**src/rtl/cdb_arbiter.sv**
```systemverilog
// Common-data-bus producer: per-source result FIFOs with round-robin pick, one registered broadcast per cycle.
// One cycle minimum from input transfer to broadcast; src_ready drops only when a source's FIFO is full.
module cdb_arbiter #(
    parameter int NUM_SRC   = 3,
    parameter int TAG_W     = 5,
    parameter int XLEN      = 32,
    parameter int BUF_DEPTH = 2
) (
    input  logic                      clock,
    input  logic                      reset,
    input  logic [NUM_SRC-1:0]        src_valid,
    output logic [NUM_SRC-1:0]        src_ready,
    input  logic [NUM_SRC*TAG_W-1:0]  src_tag,
    input  logic [NUM_SRC*XLEN-1:0]   src_value,
    input  logic [NUM_SRC-1:0]        src_take_branch,
    input  logic [NUM_SRC*XLEN-1:0]   src_target_pc,
    output logic                      cdb_valid,
    output logic [TAG_W-1:0]          cdb_tag,
    output logic [XLEN-1:0]           cdb_value,
    output logic                      cdb_take_branch,
    output logic [XLEN-1:0]           cdb_target_pc
);

    localparam int ENT_W = 1 + 2 * XLEN + TAG_W;
    localparam int SW    = (NUM_SRC > 1) ? $clog2(NUM_SRC) : 1;
    localparam int PW    = (BUF_DEPTH > 1) ? $clog2(BUF_DEPTH) : 1;
    localparam int CW    = $clog2(BUF_DEPTH + 1);
    localparam logic [CW-1:0] DEPTH_C = CW'(BUF_DEPTH);
    localparam logic [PW-1:0] LAST_C  = PW'(BUF_DEPTH - 1);

    // Entry layout: {take_branch, target_pc, tag, value}
    logic [ENT_W-1:0] r_buf   [NUM_SRC][BUF_DEPTH];
    logic [PW-1:0]    r_rptr  [NUM_SRC];
    logic [PW-1:0]    r_wptr  [NUM_SRC];
    logic [CW-1:0]    r_count [NUM_SRC];
    logic [SW-1:0]    r_rr_ptr;

    logic             r_cdb_valid;
    logic [TAG_W-1:0] r_cdb_tag;
    logic [XLEN-1:0]  r_cdb_value;
    logic             r_cdb_take_branch;
    logic [XLEN-1:0]  r_cdb_target_pc;

    logic [ENT_W-1:0]   w_in [NUM_SRC];
    logic [NUM_SRC-1:0] w_push;
    logic [NUM_SRC-1:0] w_pop;
    logic               w_gnt_vld;
    logic [SW-1:0]      w_gnt;
    logic [ENT_W-1:0]   w_head;
    logic               w_flush;

    function automatic logic [SW-1:0] wrap_add(input logic [SW-1:0] p, input int k);
        int s;
        s = int'(p) + k;
        if (s >= NUM_SRC) s = s - NUM_SRC;
        return SW'(s);
    endfunction

    function automatic logic [PW-1:0] next_ptr(input logic [PW-1:0] p);
        return (p == LAST_C) ? '0 : p + PW'(1);
    endfunction

    for (genvar i = 0; i < NUM_SRC; i++) begin : g_src
        assign w_in[i]      = {src_take_branch[i], src_target_pc[i*XLEN +: XLEN],
                               src_tag[i*TAG_W +: TAG_W], src_value[i*XLEN +: XLEN]};
        assign src_ready[i] = !reset && (r_count[i] < DEPTH_C);
        assign w_push[i]    = src_valid[i] && src_ready[i];
        assign w_pop[i]     = w_gnt_vld && (w_gnt == SW'(i));
    end

    // Scan downwards so the last hit written is the nearest non-empty source at or after rr_ptr.
    always_comb begin
        w_gnt_vld = 1'b0;
        w_gnt     = r_rr_ptr;
        for (int k = NUM_SRC - 1; k >= 0; k--) begin
            if (r_count[wrap_add(r_rr_ptr, k)] != '0) begin
                w_gnt_vld = 1'b1;
                w_gnt     = wrap_add(r_rr_ptr, k);
            end
        end
    end

    assign w_head  = r_buf[w_gnt][r_rptr[w_gnt]];
    assign w_flush = w_gnt_vld && w_head[ENT_W-1];

    always_ff @(posedge clock) begin
        for (int i = 0; i < NUM_SRC; i++) begin
            if (w_push[i]) r_buf[i][r_wptr[i]] <= w_in[i];
        end
    end

    // A flush empties every FIFO, which also drops anything accepted on the same edge.
    always_ff @(posedge clock) begin
        if (reset) begin
            for (int i = 0; i < NUM_SRC; i++) begin
                r_rptr[i]  <= '0;
                r_wptr[i]  <= '0;
                r_count[i] <= '0;
            end
            r_rr_ptr          <= '0;
            r_cdb_valid       <= 1'b0;
            r_cdb_tag         <= '0;
            r_cdb_value       <= '0;
            r_cdb_take_branch <= 1'b0;
            r_cdb_target_pc   <= '0;
        end else begin
            for (int i = 0; i < NUM_SRC; i++) begin
                if (w_flush) begin
                    r_rptr[i]  <= '0;
                    r_wptr[i]  <= '0;
                    r_count[i] <= '0;
                end else begin
                    if (w_push[i]) r_wptr[i] <= next_ptr(r_wptr[i]);
                    if (w_pop[i])  r_rptr[i] <= next_ptr(r_rptr[i]);
                    if (w_push[i] && !w_pop[i])
                        r_count[i] <= r_count[i] + CW'(1);
                    else if (!w_push[i] && w_pop[i])
                        r_count[i] <= r_count[i] - CW'(1);
                end
            end
            r_cdb_valid <= w_gnt_vld;
            if (w_gnt_vld) begin
                {r_cdb_take_branch, r_cdb_target_pc, r_cdb_tag, r_cdb_value} <= w_head;
            end
            if (w_flush)
                r_rr_ptr <= '0;
            else if (w_gnt_vld)
                r_rr_ptr <= wrap_add(w_gnt, 1);
        end
    end

    assign cdb_valid       = r_cdb_valid;
    assign cdb_tag         = r_cdb_tag;
    assign cdb_value       = r_cdb_value;
    assign cdb_take_branch = r_cdb_take_branch;
    assign cdb_target_pc   = r_cdb_target_pc;

endmodule

```
**config.mk**
```make
export PLATFORM = sky130hd
export DESIGN_NAME = cdb_arbiter
export DESIGN_NICKNAME = d
export VERILOG_FILES = /design/src/rtl/cdb_arbiter.sv
export SDC_FILE = /design/constraint.sdc
export NUM_CORES = 1
export LEC_CHECK = 0
export CORE_MARGIN = 2
export CORE_UTILIZATION = 25
export DETAILED_ROUTE_END_ITERATION = 10
export PLACE_DENSITY_LB_ADDON = 0.25
export SYNTH_ARGS = -nofsm -noshare
export SYNTH_HDL_FRONTEND = slang
export SYNTH_SLANG_ARGS = --single-unit
```
**constraint.sdc**
```tcl
create_clock -name clock -period 8.72 [get_ports clock]
set_input_delay 1.744 -clock clock [delete_from_list [all_inputs] [get_ports clock]]
set_output_delay 1.744 -clock clock [all_outputs]
set_load 0.05 [all_outputs]
```
==> results.py, run 1 <==
metrics = {
    "status": {
        "status": "complete, no violations",
    },
    "cts": {
        "cts_resized": 0,
        "hold_buffers": 0,
        "clock_sinks": 505,
        "cts_buffers": 58,
        "cts.reportedPaths.clkPinSlew_ps": 60,
        "cts_buffer_depth": 3,
        "cts_setup_buffers": 0,
        "cts_tree": "done",
        "h-tree-depth": 2,
        "clock_latency_ps": 630,
        "cts_root_buffer": "clkbuf_16",
    },
    "logic_synthesis": {
        "synthCells": 1436,
        "synth.most_common_cell": "edfxtp_1",
        "yosysTopAreaCellShare": 0.663,
        "synth.top_cells.by_count": "edfxtp_1, nand2_1, nor2_1",
        "netlist_area_um2": 19600,
        "synth-edff-count": 432,
        "synthArstFlopShare": 0,
        "synth_area_per_cell_um2": 13.6,
        "synth-main-ff-cell": "edfxtp_1",
        "ys_seq_elements": 505,
        "yosysUniqueCellTypes": 51,
        "synthTopCellsByArea": "edfxtp_1, dfxtp_1, a311o_1",
        "yosysSeqAreaShare": 0.738,
        "synth_warnings": 0,
        "synth_area_leader_cell": "edfxtp_1",
        "syn_nets": 1657,
    },
    "global_routing": {
        "grt_usage": 0.146,
        "first_global_vias": 13483,
        "grt_max_degree": 105,
        "antenna_found_initial": 9,
        "grt_pass1_wl_um": 87800,
        "overflow": 0,
    },
    "routing": {
        "postRouteWirelength_um": 60200,
        "via_count": 13083,
        "drc": 0,
        "drt-initial-drc-count": 911,
        "first_pass_iters": 5,
        "detail-route-antenna-nets": 0,
        "viasPerCell": 4.69,
        "post_drt_wl_per_cell_um": 21.6,
    },
    "timing": {
        "fin_setup_tns_ps": 0,
        "clock.fmax_ghz": 0.200,
        "slew_headroom": 0.246,
        "fin_crit_ps": 5010,
        "holdWs_ps": 499,
        "setup_viol": 0,
        "final_hold_viol_count": 0,
        "rsz0062_at_grt": "no",
        "period_share": 0.574,
        "worst_pin_slew_ps": 1130,
        "slew_viol_final": 0,
        "clock_skew_ps": 37.8,
    },
    "power_and_ir_drop": {
        "leakage_uw": 0.00855,
        "ir_drop_mv": 0.249,
        "power.density_nw_per_um2": 440,
    },
    "layout": {
        "area_delta_synth_final_pct": 30.7,
        "nFillCells": 7724,
        "nets": 1920,
        "drive_above_1_share": 0.0789,
        "finalNonFillerCells": 2791,
    },
    "worst_setup_path": {
        "cp-end-kind": "output port",
        "path_class": "in2out",
        "critPathRequiredTime_ps": 6980,
        "cp.arrival_ps": 3260,
        "crit_fanout": 40,
        "reg2reg_depth": 10,
        "worstSetupStartpointType": "input pin",
    },
    "floorplanning": {
        "num_rows": 102,
        "num_io_pins": 289,
        "start_util": 0.253,
        "die-area_um2": 80500,
        "die_h_um": 284,
        "core_um2": 77500,
        "die_x_um": 284,
    },
    "worst_hold_path": {
        "whs_path_depth": 2,
        "hp-class": "reg2reg",
    },
    "job": {
        "max_cap_viol_count": 0,
    },
    "placement": {
        "post-place-cells": 2679,
        "portBuffers": 288,
        "finalWeightedCongestion": 0.737,
        "place_hpwl_um": 34700,
    },
}
-- registers in the layout, indices dropped and copies added, names as in the netlist, 2 cells and up --
register	count
r_buf	420
cdb_target_pc	32
cdb_value	32
r_count	6
cdb_tag	5
r_rptr	3
r_wptr	3
r_rr_ptr	2
-- routing by layer --
metal | GRT usage | share of wire | vias up
met3 | 0.0291 | 0.053 | 94
met5 | 0 | 0.0015 | -
met2 | 0.240 | 0.47 | 388
met4 | 0.0440 | 0.021 | 12
li1 | - | - | 5989
met1 | 0.194 | 0.45 | 6600
-- logic make-up (layout without fill, tap and decap cells) --
family                   Yosys count  in the layout  synth area share
XOR/XNOR                           4              4           0.00179
flip-flops                       505            505             0.738
other                              0              2                 0
AO/OA/AOI/OAI                    259            259             0.122
multiplexers                       4              4           0.00256
buffers and inverters            112            425            0.0235
AND/OR/NAND/NOR                  546            546             0.108
adder cells (fa/ha/maj)            6              6           0.00384
-- report_power, final --
group	switching, uW	leakage (uW)	internal [uW]	total, uW
logic	3700	0.00298	1820	5520
registers	156	0.00458	3050	3200
clock network	988	0.000989	1540	2520
-- cell type report --
| class | instances | area (um2) | share of cell area |
|---|---|---|---|
| Multi-Input combinational cell | 819 | 4750 | 0.186 |
| Antenna cell | 2 | 5.00 | 0.000196 |
| Sequential cell | 505 | 14400 | 0.565 |
| Clock buffer | 79 | 1610 | 0.0630 |
| Tap cell | 1040 | 1300 | 0.0509 |
| Inverter | 6 | 25.0 | 0.000979 |
| Timing Repair Buffer | 309 | 3040 | 0.119 |
| Clock inverter | 31 | 402 | 0.0157 |
-- cells in the final DEF (no fill, tap or decap), drive strengths merged, types with 2 or more instances in the layout --
master / Yosys / final
buf: 25 / 22
nand4: 4 / 4
a2111oi: 2 / 2
mux2: 2 / 2
and3: 5 / 5
a31oi: 2 / 2
o21ai: 11 / 11
edfxtp: 432 / 432
dfxtp: 73 / 73
xnor2: 4 / 4
clkdlybuf4s50: 0 / 287
o32a: 2 / 2
diode: 0 / 2
inv: 6 / 9
nand3: 3 / 3
a21oi: 9 / 9
clkbuf: 81 / 79
nor2: 230 / 230
o31a: 2 / 2
mux2i: 2 / 2
a311oi: 69 / 69
or3: 2 / 2
ha: 6 / 6
bufinv: 0 / 8
o31ai: 3 / 3
nand2: 284 / 284
clkinv: 0 / 19
o21a: 3 / 3
a311o: 138 / 138
nor3: 8 / 8
a211oi: 8 / 8
a21boi: 3 / 3
and2: 3 / 3
-- critical path, stage by stage --
cell and delay (ps):
buf_4 290, nor2_1 340, clkdlybuf4s50_1 870
-- metrics by stage --
stage	utilization	total power (uW)	setup WS, ps	cell area [um2]
3_5_place_dp	0.304	8840	3730	23600
6_report	0.330	11300	3710	25600
5_1_grt	0.330	12000	3660	25600
4_1_cts	0.330	11400	3720	25600
3_3_place_gp	0.304	8750	3760	23600
2_1_floorplan	-	7090	1340	19600
-- worst paths after layout --
path	to	startpoint	slack [ps]
worst max-delay path	src_ready[1]	reset	3710
worst min-delay path	cdb_target_pc[22]$_SDFFE_PP0N_	cdb_target_pc[22]$_SDFFE_PP0N_	500
worst max register to register	cdb_value[26]$_SDFFE_PP0N_	r_rr_ptr[0]$_SDFFE_PP0N_	4170
worst min register to register	cdb_target_pc[22]$_SDFFE_PP0N_	cdb_target_pc[22]$_SDFFE_PP0N_	500
No activity file was read; power rests on OpenSTA's default activity.
==> run 2, diff against run 1 <==
clock period = 5 ns   (was 8.72 ns; I/O delays follow)
==> results.py, run 2 (synthesized netlist as in run 1, its figures left out) <==
metrics = {
    "cts": {
        "cts.reportedPaths.clkPinSlew_ps": 60,
        "cts_buffers": 59,
        "hold_buffers": 0,
        "clock_latency_ps": 630,
        "clock_sinks": 505,
        "cts_setup_buffers": 0,
        "cts_tree": "done",
        "cts_root_buffer": "clkbuf_16",
        "h-tree-depth": 2,
        "cts_buffer_depth": 3,
        "cts_resized": 0,
    },
    "routing": {
        "drc": 0,
        "via_count": 13096,
        "first_pass_iters": 5,
        "drt-initial-drc-count": 883,
        "postRouteWirelength_um": 60100,
        "post_drt_wl_per_cell_um": 21.5,
        "viasPerCell": 4.69,
        "detail-route-antenna-nets": 0,
    },
    "worst_setup_path": {
        "path_class": "reg2reg",
        "worstSetupStartpointType": "flip-flop",
        "cp.arrival_ps": 4510,
        "cp-end-kind": "flip-flop",
        "crit_fanout": 42,
        "critPathRequiredTime_ps": 5470,
    },
    "placement": {
        "portBuffers": 288,
        "post-place-cells": 2680,
        "finalWeightedCongestion": 0.745,
        "place_hpwl_um": 34900,
    },
    "timing": {
        "fin_crit_ps": 4040,
        "fin_setup_tns_ps": 0,
        "clock_skew_ps": 30.5,
        "slew_headroom": 0.313,
        "rsz0062_at_grt": "no",
        "setup_viol": 0,
        "period_share": 0.808,
        "final_hold_viol_count": 0,
        "clock.fmax_ghz": 0.247,
        "worst_pin_slew_ps": 1030,
        "slew_viol_final": 0,
    },
    "global_routing": {
        "overflow": 0,
        "grt_max_degree": 157,
        "antenna_found_initial": 12,
        "grt_usage": 0.146,
        "grt_pass1_wl_um": 87900,
        "first_global_vias": 13707,
    },
    "floorplanning": {
        "die_h_um": 284,
        "die-area_um2": 80500,
        "num_rows": 102,
        "start_util": 0.253,
        "core_um2": 77500,
        "die_x_um": 284,
        "num_io_pins": 289,
    },
    "layout": {
        "drive_above_1_share": 0.0771,
        "finalNonFillerCells": 2793,
        "largest_reg_flops": 420,
        "layout_common_cells": "edfxtp_1, clkdlybuf4s50_1, nand2_1, nor2_1, a311o_1",
        "final_common_cell": "edfxtp_1",
        "nets": 1922,
        "area_delta_synth_final_pct": 31.0,
    },
    "power_and_ir_drop": {
        "ir_drop_mv": 0.523,
        "p_total_uw": 19600,
        "leakage_uw": 0.00856,
        "power.density_nw_per_um2": 764,
    },
    "job": {
        "max_cap_viol_count": 0,
    },
    "status": {
        "status": "complete, no violations",
    },
    "worst_hold_path": {
        "hp-class": "reg2reg",
    },
}
## run 2: cell count changes in the layout (fill, tap and decap cells not counted), moves of 2 or more
cell and change:
buf_12 +8, buf_4 -7, bufinv_16 -2, clkbuf_1 -4, clkinv_1 +9
## run 2: final cells by class
class,count,area (um2)
fill,7662,51800
sequential,505,14400
multi-input combinational,819,4760
timing repair buffer,310,3150
clock buffer,74,1580
tap,1040,1300
clock inverter,37,377
inverter,6,27.5
antenna,2,5.00
## run 2: stage by stage
step	hold WS, ps	util	worst slack (ps)	cell area (um2)
after floorplan	541	-	573	19600
after global placement	488	0.306	1010	23700
after detailed placement	493	0.306	970	23700
after CTS	501	0.331	980	25600
after global routing	532	0.331	703	25600
final	500	0.331	959	25600
## run 2: worst max-delay path, stage by stage (launching register included)
cell	delay, ps
dfxtp_1	410
inv_1	90
ha_1	390
and2_1	180
o32a_1	380
and4_1	320
o32ai_2	410
o21a_4	590
buf_4	730
a311o_1	220
a311oi_1	90
## run 2: path summary, 6_finish.rpt
kind,from,to,slack [ps],depth (start not counted)
worst max-delay path,r_rr_ptr[0]$_SDFFE_PP0N_,cdb_tag[3]$_SDFFE_PP0N_,960,10
worst min-delay path,cdb_target_pc[25]$_SDFFE_PP0N_,cdb_target_pc[25]$_SDFFE_PP0N_,500,2
worst max register to register,r_rr_ptr[0]$_SDFFE_PP0N_,cdb_tag[3]$_SDFFE_PP0N_,960,10
worst min register to register,cdb_target_pc[25]$_SDFFE_PP0N_,cdb_target_pc[25]$_SDFFE_PP0N_,500,2
## run 2: where the power goes
group          internal [uW]  switching [uW]
clock network           2550            1770
logic                   3300            6360
registers               5310             277
## run 2: metal layers
layer	track usage	share of wire	vias to the layer above
li1	-	-	5992
met1	0.186	0.43	6562
met2	0.241	0.47	407
met3	0.0405	0.076	115
met4	0.0417	0.022	20
met5	0	0.0021	-
